### src/rtl/alu_src_seq.sv
// ALU source-select sequencer: IDLE -> EXEC (EXEC_CYCLES) -> WB -> IDLE, opclass 11 halts until reset.
// Optional WB stall counter output enabled by defining ALU_SRC_SEQ_STALL_CNT_EN.
module alu_src_seq #(
  parameter int unsigned EXEC_CYCLES = 1
) (
  input  logic       clk,
  input  logic       rst_n,
  input  logic       in_valid,
  input  logic [8:0] instr,
  output logic       in_ready,
  input  logic       wb_ready,
  output logic [1:0] alu_src,
  output logic [3:0] to_ext,
  output logic [3:0] to_inc,
  output logic       reg_we,
  output logic       done,
  output logic       halted
`ifdef ALU_SRC_SEQ_STALL_CNT_EN
  ,
  output logic [7:0] stall_cnt
`endif
);

  localparam int unsigned CNT_W   = 4;
  localparam int unsigned OPND_W  = 4;
  localparam int unsigned OPC_W   = 2;
  localparam logic [CNT_W-1:0] CNT_LOAD = CNT_W'(EXEC_CYCLES - 1);

  if (EXEC_CYCLES < 1 || EXEC_CYCLES > 15) begin : g_bad_exec_cycles
    $error("alu_src_seq: EXEC_CYCLES must be in 1..15");
  end

  typedef enum logic [1:0] {
    S_IDLE = 2'd0,
    S_EXEC = 2'd1,
    S_WB   = 2'd2,
    S_HALT = 2'd3
  } state_t;

  state_t              state;
  state_t              next_state;
  logic [CNT_W-1:0]    cnt;
  logic [CNT_W-1:0]    cnt_d;
  logic [OPC_W-1:0]    opc_q;
  logic [OPC_W-1:0]    opc_d;
  logic [OPND_W-1:0]   opnd_q;
  logic [OPND_W-1:0]   opnd_d;
  logic                hs;
  logic                in_ready_d;
  logic [1:0]          alu_src_d;
  logic [OPND_W-1:0]   to_ext_d;
  logic [OPND_W-1:0]   to_inc_d;
  logic                reg_we_d;
  logic                done_d;
  logic                halted_d;
  logic                unused_instr;

  // Bits [6:4] carry no meaning for this sequencer.
  assign unused_instr = ^instr[6:4];

  assign hs = (state == S_IDLE) && in_valid;

  // State register
  always_ff @(posedge clk or negedge rst_n) begin
    if (!rst_n) begin
      state <= S_IDLE;
    end else begin
      state <= next_state;
    end
  end

  // Next-state logic
  always_comb begin
    next_state = state;
    case (state)
      S_IDLE: begin
        if (in_valid) begin
          next_state = (instr[8:7] == 2'b11) ? S_HALT : S_EXEC;
        end
      end
      S_EXEC: begin
        if (cnt == '0) begin
          next_state = S_WB;
        end
      end
      S_WB: begin
        if (wb_ready) begin
          next_state = S_IDLE;
        end
      end
      S_HALT:  next_state = S_HALT;
      default: next_state = S_IDLE;
    endcase
  end

  // Output/datapath next values; decode follows the instruction being accepted this cycle
  always_comb begin
    in_ready_d = 1'b0;
    alu_src_d  = 2'b00;
    to_ext_d   = '0;
    to_inc_d   = '0;
    reg_we_d   = 1'b0;
    done_d     = 1'b0;
    halted_d   = 1'b0;
    opc_d      = opc_q;
    opnd_d     = opnd_q;
    cnt_d      = cnt;

    if (hs) begin
      opc_d  = instr[8:7];
      opnd_d = instr[3:0];
      cnt_d  = CNT_LOAD;
    end else if (state == S_EXEC && cnt != '0) begin
      cnt_d = cnt - CNT_W'(1);
    end

    in_ready_d = (next_state == S_IDLE);
    reg_we_d   = (next_state == S_WB);
    halted_d   = (next_state == S_HALT);
    done_d     = (state == S_WB) && wb_ready;

    if (next_state == S_EXEC || next_state == S_WB) begin
      case (opc_d)
        2'b00: begin
          alu_src_d = 2'b00;
          to_ext_d  = opnd_d;
        end
        2'b01: begin
          alu_src_d = 2'b01;
          to_inc_d  = opnd_d;
        end
        2'b10:   alu_src_d = 2'b10;
        default: alu_src_d = 2'b00;
      endcase
    end
  end

  // Output and datapath registers
  always_ff @(posedge clk or negedge rst_n) begin
    if (!rst_n) begin
      in_ready <= 1'b1;
      alu_src  <= 2'b00;
      to_ext   <= '0;
      to_inc   <= '0;
      reg_we   <= 1'b0;
      done     <= 1'b0;
      halted   <= 1'b0;
      opc_q    <= '0;
      opnd_q   <= '0;
      cnt      <= '0;
    end else begin
      in_ready <= in_ready_d;
      alu_src  <= alu_src_d;
      to_ext   <= to_ext_d;
      to_inc   <= to_inc_d;
      reg_we   <= reg_we_d;
      done     <= done_d;
      halted   <= halted_d;
      opc_q    <= opc_d;
      opnd_q   <= opnd_d;
      cnt      <= cnt_d;
    end
  end

`ifdef ALU_SRC_SEQ_STALL_CNT_EN
  // Saturating count of write-back cycles refused by the register file
  always_ff @(posedge clk or negedge rst_n) begin
    if (!rst_n) begin
      stall_cnt <= '0;
    end else if (state == S_WB && !wb_ready && stall_cnt != 8'hFF) begin
      stall_cnt <= stall_cnt + 8'd1;
    end
  end
`endif

endmodule
### config.mk
export PLATFORM = sky130hd
export DESIGN_NAME = alu_src_seq
export DESIGN_NICKNAME = d
export VERILOG_FILES = /design/src/rtl/alu_src_seq.sv
export SDC_FILE = /design/constraint.sdc
export NUM_CORES = 1
export LEC_CHECK = 0
export CAP_MARGIN = 20
export CORE_ASPECT_RATIO = 0.7
export CORE_MARGIN = 2
export CORE_UTILIZATION = 35
export CTS_BUF_LIST = sky130_fd_sc_hd__clkbuf_16
export DETAILED_ROUTE_END_ITERATION = 10
export GPL_ROUTABILITY_DRIVEN = 0
export MAX_ROUTING_LAYER = met4
export PLACE_DENSITY = 0.71
export SYNTH_ARGS = -nofsm -noshare
export SYNTH_HDL_FRONTEND = slang
export SYNTH_SLANG_ARGS = --single-unit
### constraint.sdc
create_clock -name clk -period 2.25 [get_ports clk]
set_input_delay 0.3375 -clock clk [delete_from_list [all_inputs] [get_ports clk]]
set_output_delay 0.3375 -clock clk [all_outputs]
set_load 0.1 [all_outputs]
# Word level (Yosys, flattened, before mapping)
# Cells that the tools add are included.
[totals] reg_bits=26 input_bits=13 elab_cells=46
[op_classes] add_sub_neg=1 eq_ne=9 muxes=15 n_reduce_logical=10
[op_table] op="4-bit two-way mux" count=7
[op_table] op="2-bit == test (second input constant)" count=6
[op_table] op="2-bit two-way mux" count=6
[op_table] op="2-bit one-hot mux with 4 select lines" count=1
[op_table] op="2-bit by 1-bit == test with 1-bit output (second input constant)" count=3
[op_table] op="2-bit zero test" count=3
[op_table] op="4-bit zero test" count=1
[op_table] op="2-bit one-hot mux with 2 select lines" count=1
[op_table] op="4-bit nonzero test" count=1
[op_table] op="4-bit by 1-bit subtractor with 4-bit output (second input constant)" count=1
[op_table] op="1-bit logical AND" count=3
[op_table] op="2-bit nonzero test" count=1
[op_table] op="1-bit logical OR" count=1

# Depth between registers and ports, before layout
# Gate-level depths: netlist of run 1.
[depth] ltp_word=7 depth_mapped=8

# Worst setup path after synthesis of run 1
# No wires, ideal clock.
[synth_path] kind="reg-to-reg" startpoint="register cnt[0]" endpoint="register to_ext[0]" setup_time_ns=0.066 arrival_time_ns=2.318 required_time_ns=2.184 setup_slack_ns=-0.135 path_stages_with_launch=9 path_buffers=0 synth_period_minus_slack_ns=2.385 path_cell_list="dfrtp_1 inv_1 ha_1 or3b_1 and2_1 a21oi_1 ha_1 nor4_1 a22o_1"
[synth_via] elab_chain_len=6 word_cells_on_any_way=7
[synth_rtl] element="from (decl)" line="42" source="logic [CNT_W-1:0] cnt;"
[synth_rtl] element="from (signal assigned)" line="161" source="cnt <= cnt_d;"
[synth_rtl] element="4-bit zero test (*)" line="82" source="if (cnt == '0) begin"
[synth_rtl] element="2-bit two-way mux (*)" line="82"
[synth_rtl] element="2-bit one-hot mux with 4 select lines (*)" line="75" source="case (state)"
[synth_rtl] element="via next_state[1]" line="41" source="state_t next_state;"
[synth_rtl] element="2-bit by 1-bit == test with 1-bit output / 2-bit == test (equally long branches)" line="122" source="if (next_state == S_EXEC || next_state == S_WB) begin"
[synth_rtl] element="1-bit logical OR (*)" line="122"
[synth_rtl] element="4-bit two-way mux (*)" line="122"
[synth_rtl] element="via to_ext_d[0]" line="51" source="logic [OPND_W-1:0] to_ext_d;"
[synth_rtl] element="to (signal assigned)" line="154" source="to_ext <= to_ext_d;"
[synth_rtl] element="to (decl)" line="13" source="output logic [3:0] to_ext,"
# Mark *: on every way through the listed nets, which the timed path passes. The rest lies on a longest branch.
# A chain may end at the register's enable or synchronous reset.

# Worst setup path in the final report of run 1
[layout_path] startpoint="register cnt[1]" endpoint="register to_inc[0]"
[layout_via] elab_chain_len=6 word_cells_on_any_way=7
[layout_rtl] element="4-bit zero test (*)" line="82"
[layout_rtl] element="2-bit two-way mux (*)" line="82"
[layout_rtl] element="2-bit one-hot mux with 4 select lines (*)" line="75"
[layout_rtl] element="via next_state[1]" line="41"
[layout_rtl] element="2-bit by 1-bit == test with 1-bit output / 2-bit == test (equally long branches)" line="122"
[layout_rtl] element="1-bit logical OR (*)" line="122"
[layout_rtl] element="4-bit two-way mux (*)" line="122"
[layout_rtl] element="via to_inc_d[0]" line="52" source="logic [OPND_W-1:0] to_inc_d;"
[layout_rtl] element="to (signal assigned)" line="155" source="to_inc <= to_inc_d;"
[layout_rtl] element="to (decl)" line="14" source="output logic [3:0] to_inc,"
# Marks and branches as above.

==> reports/results.ini, run 1 <==
[detailed_routing]
via_count = 879
detailed_route_wire_length_on_metal_1_mm = 1.10
vias_per_cell = 4.86
routed.top_layer = met3
total_met3_wirelength_after_detailed_routing_um = 89
remaining_drc_errors = 0
dr_wl_cell_um = 13.1
drt-pass1-iter-count = 4
dr_wl_met2_mm = 1.17
antenna_violation_net_count_after_detailed_routing = 0
routed_wl_mm = 2.36
number_of_drc_markers_after_the_initial_detailed_route_iteration = 68

[final_layout]
final_core_utilization_pct = 53.1
drive_above_1_share_pct = 37.8
finalInstanceArea_um2 = 1670
layout-area-overhead-vs-synth_pct = 44.4
antenna_cells = 0
layout_fillers = 264
post_layout_nonfiller_instances = 181
finish.net_count = 160

[worst_setup_path]
worstReg2RegEnd = to_inc[0]
worst-endpoint-arrival_ns = 2.43
reg2reg_depth = 8
critical_path.endpoint_type = register
worstSetupPathType = register to register
worst_setup_path_start_kind = register
r2r-start = cnt[1]
worst_path_maximum_fanout = 5
r2r_slack_ns = 0.009
timing.critical_path.required_ns = 2.44

[die]
area_of_the_placeable_core_um2 = 3150
floorplan.rows = 17
io_pins = 27
floorplan.initialDensity_pct = 36.8
die_outline_area_um2 = 3790
die_height_um = 52.1
die-width_um = 72.7

[logic_synthesis]
synth.distinct_cells = 31
number_of_storage_elements_in_the_synthesis_netlist = 26
yosys-top-cells-count = sky130_fd_sc_hd__dfrtp_1 (25), sky130_fd_sc_hd__nand2_1 (23), sky130_fd_sc_hd__a22o_1 (8)
postSynthNetCount = 118
synth_top_cell_area_share_pct = 54.1
mux_share_of_post_synthesis_cell_area_pct = 0.865
synthTopCellsByArea = sky130_fd_sc_hd__dfrtp_1 (54%), sky130_fd_sc_hd__nand2_1 (7.5%), sky130_fd_sc_hd__a22o_1 (6.1%)
seq_area_frac_synth_pct = 56.3
yosys_top_cell_by_area = sky130_fd_sc_hd__dfrtp_1
synthCells = 102
yosysWarningCount = 0
async_reset_ff_share_pct = 100
post_synth_and_or_nand_nor_area_fraction_pct = 24.0
dominant_combinational_cell_family_by_area_after_synthesis = simple AND/OR/NAND/NOR gates
area_fraction_in_compound_gates_after_synthesis_pct = 11.2
synthFlopType = sky130_fd_sc_hd__dfrtp_1
synth-adder-area-share_pct = 3.24
count_of_flip_flops_with_a_built_in_enable_after_synthesis = 0
most_common_cell_in_the_synthesized_netlist = sky130_fd_sc_hd__dfrtp_1
yosys.area_share.xor_xnor_pct = 0
synthesis.area_um2 = 1160
postSynthAreaPerCell_um2 = 11.3

[grt]
grt_max_degree = 27
grt_pass1_wl_mm = 3.80
grt_antenna_before_repair = 0
first_global_vias = 854
grt.overflow.total = 0
global_route_total_usage_across_every_layer_pct = 14.1

[cts]
cts-buffers-inserted = 3
cts.path.max_buffers = 2
clock_network_latency_to_the_later_pin_of_the_worst_skew_pair_ns = 0.26
cts.reportedPaths.clkPinSlew_ns = 0.06
ctsHtreeMaxLevel = 1
cts-root-buf = sky130_fd_sc_hd__clkbuf_16
cts_hold_buffers = 0
cts_tree = yes
clkSinkCount = 26

[timing]
fin_crit_share_pct = 99.6
achievable-frequency_mhz = 446
finalSetupTns_ns = 0
drv_slew = 0
layout_min_cycle_time_ns = 2.24
worst-slew-pin-transition_ns = 0.378
timing.final.hold_violations = 0
clock-skew-final_ns = 0.00358
grt_setup_unrepaired = true
max_slew_margin_vs_limit_pct = 74.8
setup-violations-final = 0

[outcome]
status = complete, no violations

[placement]
place.detailed.instances = 173
dpl_cell_area_um2 = 1500
place.port_buffers = 23
dp_hpwl_mm = 1.68

[worst_hold_path]
hold_path.class = input pin to async pin

[run]
maxCapViolCount = 0

==> area by class of cell <==
| class | instances | area, µm² | share of cell area, % |
|---|---|---|---|
| Timing Repair Buffer | 41 | 330 | 19.8 |
| Clock inverter | 1 | 30.0 | 1.80 |
| Tap cell | 38 | 47.5 | 2.84 |
| Multi-Input combinational cell | 68 | 522 | 31.2 |
| Clock buffer | 3 | 75.1 | 4.49 |
| Sequential cell | 26 | 652 | 39.0 |
| Inverter | 4 | 15.0 | 0.898 |
==> state kept, by name, summed over array words and instances (netlist names) <==
register,count
alu_src,2
cnt,4
done,1
halted,1
in_ready,1
opc_q,2
opnd_q,4
reg_we,1
state,2
to_ext,4
to_inc,4
==> how the worst max path moves through the flow <==
stage | startpoint | to | slack, ns | depth (start not counted)
6_report | cnt[1] | to_inc[0] | 0.009 | 8
2_1_floorplan | cnt[0] | to_inc[0] | 0.07 | 7
3_3_place_gp | cnt[0] | to_inc[3] | -0.04 | 8
3_5_place_dp | cnt[0] | to_inc[0] | -0.07 | 8
4_1_cts | cnt[0] | to_inc[0] | -0.03 | 8
5_1_grt | cnt[1] | to_inc[0] | -0.08 | 8
==> kinds of logic (layout without fill, tap and decap cells) <==
family,after synthesis,count (layout)
fa+ha+maj,3,3
buf+inv,8,49
simple gates,45,45
mux,1,1
compound gates,19,19
flops,26,26
==> stage by stage <==
step / hold WS (ns) / setup slack [ns]
6_report: 0.431 / 0.00879
5_1_grt: 0.492 / -0.0815
4_1_cts: 0.443 / -0.0252
3_5_place_dp: 0.495 / -0.0653
3_3_place_gp: 0.481 / -0.0422
2_1_floorplan: 0.0419 / 0.0678
==> repair_timing <==
item	CTS	global route
setup buffers	2	2
pin swaps	6	13
resized for setup	4	6
endpoints found under the setup margin	5	9
==> cell usage in the layout, fill, tap and decap left out, drive strengths merged <==
cell type / netlist / layout
buf: 4 / 32
dfrtp: 25 / 25
nand2: 23 / 23
clkdlybuf4s50: 0 / 9
a22o: 8 / 8
a21oi: 6 / 6
inv: 4 / 4
o21ai: 3 / 3
clkbuf: 0 / 3
ha: 3 / 3
or3b: 2 / 2
nor4b: 2 / 2
nor2: 2 / 2
nand3b: 2 / 2
nand3: 2 / 2
nor3: 2 / 2
or2: 2 / 2
nor4: 2 / 2
nor3b: 1 / 1
or4b: 1 / 1
nand4b: 1 / 1
nor2b: 1 / 1
and2: 1 / 1
and3: 1 / 1
mux2i: 1 / 1
a211oi: 1 / 1
o211ai: 1 / 1
bufinv: 0 / 1
dfstp: 1 / 1
==> metal layers <==
metal  up-vias  global-route usage (%)
li1        436                       -
met1       426                    17.0
met2        17                    22.4
met3         0                    4.65
met4         0                    4.63
met5         -                       -
==> critical path: stages (launching register included) <==
cell	delay, ns
sky130_fd_sc_hd__dfrtp_1	0.39
sky130_fd_sc_hd__inv_2	0.08
sky130_fd_sc_hd__ha_4	0.13
sky130_fd_sc_hd__or3b_4	0.37
sky130_fd_sc_hd__and2_4	0.18
sky130_fd_sc_hd__a21oi_4	0.14
sky130_fd_sc_hd__ha_4	0.24
sky130_fd_sc_hd__nor4b_4	0.40
sky130_fd_sc_hd__a22o_1	0.24
Power of run 1 is not shown: default switching activity piles up to over one toggle a cycle in this logic, so the estimate is an artifact.
==> inputs of run 2 (changes only) <==
- SLEW_MARGIN: default -> 20
==> results of run 2 <==
No change in the layout: final DEF, timing and power equal those of run 1.
Power of run 2 is left out for the same reason.
